### src/rtl/counter_bank_pkg.sv
// counter_bank_pkg: direction/mode constants and the shared next-count function
// used by every counter_bank channel.
package counter_bank_pkg;

    localparam logic DIR_UP    = 1'b1;
    localparam logic DIR_DOWN  = 1'b0;
    localparam logic MODE_WRAP = 1'b0;
    localparam logic MODE_SAT  = 1'b1;

    // Widest channel the function supports; callers zero-extend in and truncate out.
    localparam int MAX_WIDTH = 64;

    typedef struct packed {
        logic [MAX_WIDTH-1:0] next;
        logic                 term;
    } step_t;

    // +1 only happens below limit and -1 only above zero, so no carry ever leaves WIDTH.
    function automatic step_t next_count(
        input logic [MAX_WIDTH-1:0] value,
        input logic [MAX_WIDTH-1:0] limit,
        input logic                 dir,
        input logic                 sat
    );
        step_t res;
        res.next = value;
        res.term = 1'b0;
        if (dir == DIR_DOWN) begin
            if (value == '0) begin
                res.term = 1'b1;
                res.next = (sat == MODE_WRAP) ? limit : '0;
            end else begin
                res.next = value - 1'b1;
            end
        end else if (value >= limit) begin
            res.term = 1'b1;
            res.next = (sat == MODE_SAT) ? limit : '0;
        end else begin
            res.next = value + 1'b1;
        end
        return res;
    endfunction

endpackage

### src/rtl/counter_channel.sv
// counter_channel: one up/down counter with clr > load > step > hold priority,
// a one-cycle terminal pulse and a sticky reached flag.
module counter_channel
    import counter_bank_pkg::*;
#(
    parameter int WIDTH = 32
) (
    input  logic             m_clock,
    input  logic             p_reset,
    input  logic             tick,
    input  logic             cnt_en,
    input  logic             dir,
    input  logic             sat_mode,
    input  logic             clr,
    input  logic             load,
    input  logic [WIDTH-1:0] load_value,
    input  logic [WIDTH-1:0] limit,
    output logic [WIDTH-1:0] value,
    output logic             tc,
    output logic             reached,
    output logic             reached_next
);

    step_t            step_res;
    logic [WIDTH-1:0] value_d;
    logic             tc_d;

    always_comb begin
        step_res     = next_count(MAX_WIDTH'(value), MAX_WIDTH'(limit), dir, sat_mode);
        value_d      = value;
        tc_d         = 1'b0;
        reached_next = reached;
        if (clr) begin
            value_d      = '0;
            reached_next = 1'b0;
        end else if (load) begin
            value_d      = load_value;
            reached_next = 1'b0;
        end else if (cnt_en && tick) begin
            value_d = step_res.next[WIDTH-1:0];
            tc_d    = step_res.term;
            if (step_res.term) begin
                reached_next = 1'b1;
            end
        end
    end

    if (WIDTH < MAX_WIDTH) begin : g_trim
        logic unused_step_hi;
        assign unused_step_hi = ^step_res.next[MAX_WIDTH-1:WIDTH];
    end

    always_ff @(posedge m_clock or posedge p_reset) begin
        if (p_reset) begin
            value   <= '0;
            tc      <= 1'b0;
            reached <= 1'b0;
        end else begin
            value   <= value_d;
            tc      <= tc_d;
            reached <= reached_next;
        end
    end

endmodule

### src/rtl/counter_bank.sv
// counter_bank: CHANNELS independent up/down counters plus an aggregate done flag.
// Define COUNTER_BANK_PRESCALE_EN to gate all count steps with a shared PRESCALE divider.
module counter_bank
    import counter_bank_pkg::*;
#(
    parameter int WIDTH    = 32,
    parameter int CHANNELS = 4,
    parameter int PRESCALE = 1
) (
    input  logic                      m_clock,
    input  logic                      p_reset,
    input  logic [CHANNELS-1:0]       cnt_en,
    input  logic [CHANNELS-1:0]       dir,
    input  logic [CHANNELS-1:0]       sat_mode,
    input  logic [CHANNELS-1:0]       clr,
    input  logic [CHANNELS-1:0]       load,
    input  logic [CHANNELS*WIDTH-1:0] load_value,
    input  logic [CHANNELS*WIDTH-1:0] limit,
    output logic [CHANNELS*WIDTH-1:0] value,
    output logic [CHANNELS-1:0]       tc,
    output logic [CHANNELS-1:0]       reached,
    output logic                      done
);

    logic                tick;
    logic [CHANNELS-1:0] reached_next;

`ifdef COUNTER_BANK_PRESCALE_EN
    localparam int              PS_W    = (PRESCALE > 1) ? $clog2(PRESCALE) : 1;
    localparam logic [PS_W-1:0] PS_LAST = PS_W'(PRESCALE - 1);

    logic [PS_W-1:0] ps_q;

    // Free-running from reset; clr/load never touch it, so tick phase is bank-wide.
    always_ff @(posedge m_clock or posedge p_reset) begin
        if (p_reset) begin
            ps_q <= '0;
        end else if (ps_q == PS_LAST) begin
            ps_q <= '0;
        end else begin
            ps_q <= ps_q + 1'b1;
        end
    end

    assign tick = (ps_q == PS_LAST);
`else
    logic unused_prescale;
    assign unused_prescale = ^PRESCALE;
    assign tick            = 1'b1;
`endif

    for (genvar i = 0; i < CHANNELS; i++) begin : g_ch
        counter_channel #(
            .WIDTH(WIDTH)
        ) u_ch (
            .m_clock     (m_clock),
            .p_reset     (p_reset),
            .tick        (tick),
            .cnt_en      (cnt_en[i]),
            .dir         (dir[i]),
            .sat_mode    (sat_mode[i]),
            .clr         (clr[i]),
            .load        (load[i]),
            .load_value  (load_value[i*WIDTH +: WIDTH]),
            .limit       (limit[i*WIDTH +: WIDTH]),
            .value       (value[i*WIDTH +: WIDTH]),
            .tc          (tc[i]),
            .reached     (reached[i]),
            .reached_next(reached_next[i])
        );
    end

    // Built from next-state so done rises on the same edge as the last reached bit.
    always_ff @(posedge m_clock or posedge p_reset) begin
        if (p_reset) begin
            done <= 1'b0;
        end else begin
            done <= &reached_next;
        end
    end

endmodule

### config.mk
export PLATFORM = sky130hd
export DESIGN_NAME = counter_bank
export DESIGN_NICKNAME = d
export VERILOG_FILES = /design/src/rtl/counter_bank_pkg.sv /design/src/rtl/counter_channel.sv /design/src/rtl/counter_bank.sv
export SDC_FILE = /design/constraint.sdc
export NUM_CORES = 1
export LEC_CHECK = 0
export CAP_MARGIN = 5
export CORE_MARGIN = 5
export CORE_UTILIZATION = 26
export DETAILED_ROUTE_END_ITERATION = 16
export PLACE_DENSITY = 0.44
export REMOVE_ABC_BUFFERS = 1
export SLEW_MARGIN = 20
export SYNTH_ARGS = -nofsm -noshare
export SYNTH_HDL_FRONTEND = slang
export SYNTH_SLANG_ARGS = --single-unit
### constraint.sdc
create_clock -name m_clock -period 8.6 [get_ports m_clock]
set_input_delay 1.29 -clock m_clock [delete_from_list [all_inputs] [get_ports m_clock]]
set_output_delay 1.29 -clock m_clock [all_outputs]
set_load 0.05 [all_outputs]
==> key figures <==
Outcome
  • Outcome: completed

Floorplan
  • Chip Width: ~280 um
  • Std-Cell Rows: 98
  • Total core area: 0.0716 mm^2
  • Die H: 279 um
  • Area of the die: 0.0778 mm^2
  • Initial Utilization: 0.263
  • Ports: 415

Power and ir drop
  • Pint: 1.68 mW
  • Power per cell area: 123 mW/mm^2
  • Sw Pwr: 1.29 mW
  • Clock Power Share: 0.298
  • Logic pwr share: 0.416
  • LEAKAGE: roughly 9.7 nW
  • Reg power frac: 0.286
  • Switching Fraction: 0.435
  • Max VDD drop: 0.000136 V

Finish
  • Layout cells sized above 1: 0.0471
  • Final instance area: between 0.02 and 0.025 mm^2
  • Diodes inserted: 0
  • Area delta synth->final: 28.3%
  • FF+latch area: 0.00343 mm^2
  • Commonest non-fill, non-tap cell in the layout: clkdlybuf4s50_1
  • Fillers: approximately 7800
  • Multi-input gate area: 0.0137 mm^2
  • Most frequent cells in the layout: clkdlybuf4s50_1 (410), a21oi_1 (223), nand2_1 (209)
  • Nets: between 3000 and 4000

Synth
  • EDFF count, synth: 0
  • Top-area cell type share of the netlist area: 0.182
  • #FFs+latches synth: 137
  • Prevailing post-synth register cell: dfrtp_1
  • Register area share after synthesis: 0.182
  • Cells after synthesis: between 2000 and 3000
  • Ys Warns: 0
  • FFs w/ async S/R, synth: 1.00
  • Synth top area cells: dfrtp_1 (18%), ha_1 (9.3%), a21oi_1 (5.9%)
  • Leading area contributor after synthesis: dfrtp_1
  • Post-synth cell types: 88
  • Post-synthesis average cell area: 7.20 um^2
  • Syn Std Cell Area: ~0.019 mm^2

Critical path
  • Worst r2r src: g_ch[2].u_ch.value[19]$_DFFE_PP0P_
  • Critical Path RT: 9.04 ns
  • R2R depth: 10
  • CP Data Arrival Time: 5.19 ns
  • Reg2reg end: g_ch[2].u_ch.value[28]$_DFFE_PP0P_
  • CP Class: input pin to register
  • Worst Path Max Fanout: 26
  • CP startpoint kind: input pin
  • R2r setup slk: 4.55 ns
  • CP endpoint kind: register

STA
  • Crit path time final: roughly 4.8 ns
  • Hold Fails Final Rpt: 0
  • Setup TNS: 0 ns
  • Max Clk Rate: 210 MHz
  • Final setup fails: 0
  • RSZ-0062 raised after global routing: no
  • Relative slew slack: 0.301
  • Fin Clk Skew: 0.0158 ns
  • Max Slew Vio Count: 0
  • Worst-Margin Slew: about 1.0 ns
  • Final worst-path cycle share: 0.553

Route
  • Detailed-route DRC error count: 0
  • DRT Pass-1 Iters: 5
  • DRT iter0 DRCs: 1717
  • Via count: 21300
  • Vias/cell: 5.59
  • Post-DR wirelength/cell: 23.7 um
  • Routed Antenna Nets: 0
  • DRT Wirelength: 90400 um

Clocking
  • CTS Sinks: 137
  • Post-CTS setup buffers: 0
  • H-tree lvl count: 4
  • Longest Clk Path Bufs: 2
  • CTS tree: built
  • Cts repair resizes: 0
  • CTS root buf: clkbuf_16
  • Clock slew at reported path FFs: 0.07 ns
  • Num CTS Buffers: 17
  • Hold_buf cts: 0
  • Clk Latency, worst-skew pair: about 0.51 ns

Min path
  • Hold WC Path Type: register to register
  • Hold Crit Depth: 1
  • Hold Startpoint: g_ch[2].u_ch.reached$_DFF_PP0_
  • Hold endpoint: g_ch[2].u_ch.reached$_DFF_PP0_

Placed design
  • # port buffers: 414
  • GP Congestion: about 0.86
  • HPWL after detailed placement: 65400 um
  • Placed inst area: 0.0235 mm^2

Global route
  • Total GRT Usage: 0.225
  • Vias in the first global route: about 21000
  • First-pass GRT wire length: 137000 um
  • Largest net degree at the start of global routing: 72
  • Initial antenna violation count: 5
  • Global route overflow: 0

Flow run
  • Max cap viols: 0
-- cells in the mapped netlist, types with 21 or more instances --
| library cell | number |
|---|---|
| a311oi_1 | 38 |
| ha_1 | 140 |
| buf_2 | 24 |
| nor4_1 | 35 |
| and4_1 | 21 |
| clkbuf_1 | 188 |
| mux2i_1 | 55 |
| inv_1 | 182 |
| nor2_1 | 181 |
| nor3b_1 | 25 |
| a221oi_1 | 27 |
| a31oi_1 | 53 |
| o211ai_1 | 21 |
| dfrtp_1 | 137 |
| nand4_1 | 50 |
| nor3_1 | 121 |
| xnor2_1 | 96 |
| a21oi_1 | 223 |
| nand3_1 | 102 |
| o21ai_0 | 136 |
| xor2_1 | 117 |
| or3_1 | 32 |
| nand2_1 | 209 |
| and3_1 | 41 |
| or4_1 | 24 |
| o31ai_1 | 21 |
| a211oi_1 | 41 |
-- kinds of logic after synthesis --
group           synth area share
simple gates               0.256
compound gates             0.244
buf+inv                   0.0908
xor+xnor                  0.0992
fa+ha+maj                 0.0931
flops                      0.182
mux                       0.0347
-- critical path, cell delays in order --
cell             delay (ns)
clkdlybuf4s50_1        0.48
inv_1                  0.09
ha_1                   0.31
a21oi_1                0.14
o21ai_0                0.16
a221oi_1               0.57
o311ai_2               0.31
nor2_4                 0.53
buf_4                  0.45
mux2_2                 0.38
a221oi_1               0.29
a221o_1                0.16
-- worst max-delay path by stage --
stage	slack, ns	to	start	depth (start not counted)
finish	3.85	g_ch[2].u_ch.value[28]$_DFFE_PP0P_	limit[83]	12
floorplan	3.33	g_ch[1].u_ch.value[28]$_DFFE_PP0P_	limit[51]	9
global route	3.58	g_ch[2].u_ch.value[31]$_DFFE_PP0P_	limit[83]	12
detailed placement	3.33	g_ch[2].u_ch.value[28]$_DFFE_PP0P_	limit[83]	12
CTS	3.87	g_ch[2].u_ch.value[28]$_DFFE_PP0P_	limit[83]	12
global placement	3.26	g_ch[2].u_ch.value[28]$_DFFE_PP0P_	limit[83]	12
-- sequential cells by signal, indices dropped and copies added, names as in the netlist --
register,cells
g_ch.u_ch.reached,4
g_ch.u_ch.tc,4
g_ch.u_ch.value,128
done,1
-- final cells by class --
class                           count  area share
Inverter                          188      0.0294
Clock inverter                     15     0.00886
Sequential cell                   137       0.142
Multi-Input combinational cell   2048       0.568
Tap cell                          950      0.0492
Clock buffer                       17      0.0176
Timing Repair Buffer              459       0.185
-- power by group through the flow --
stage                     clock, mW  combinational, mW  sequential (mW)
after detailed placement          0               1.23            0.858
after global routing          0.934               1.34            0.861
final                         0.882               1.23            0.849
after floorplan                   0              0.550            0.965
after global placement            0               1.22            0.859
after CTS                     0.921               1.23            0.846
-- layer usage --
metal,track usage,part of all wire,routed length [um]
met5,0,0.00065,59
met1,0.290,0.43,38900
met3,0.0411,0.062,5600
met2,0.384,0.48,43700
met4,0.0653,0.024,2150
-- per-stage QoR --
stage / utilization / hold WS (ns) / power, mW / instances / setup slack (ns)
global placement: 0.328 / 0.660 / 2.08 / 3782 / 3.26
detailed placement: 0.328 / 0.665 / 2.09 / 3782 / 3.33
finish: 0.337 / 0.636 / 2.96 / 3814 / 3.85
CTS: 0.337 / 0.688 / 3.00 / 3814 / 3.87
floorplan: - / 0.771 / 1.52 / 2373 / 3.33
global route: 0.337 / 0.720 / 3.14 / 3814 / 3.58
No activity file was read; power rests on OpenSTA's default activity.
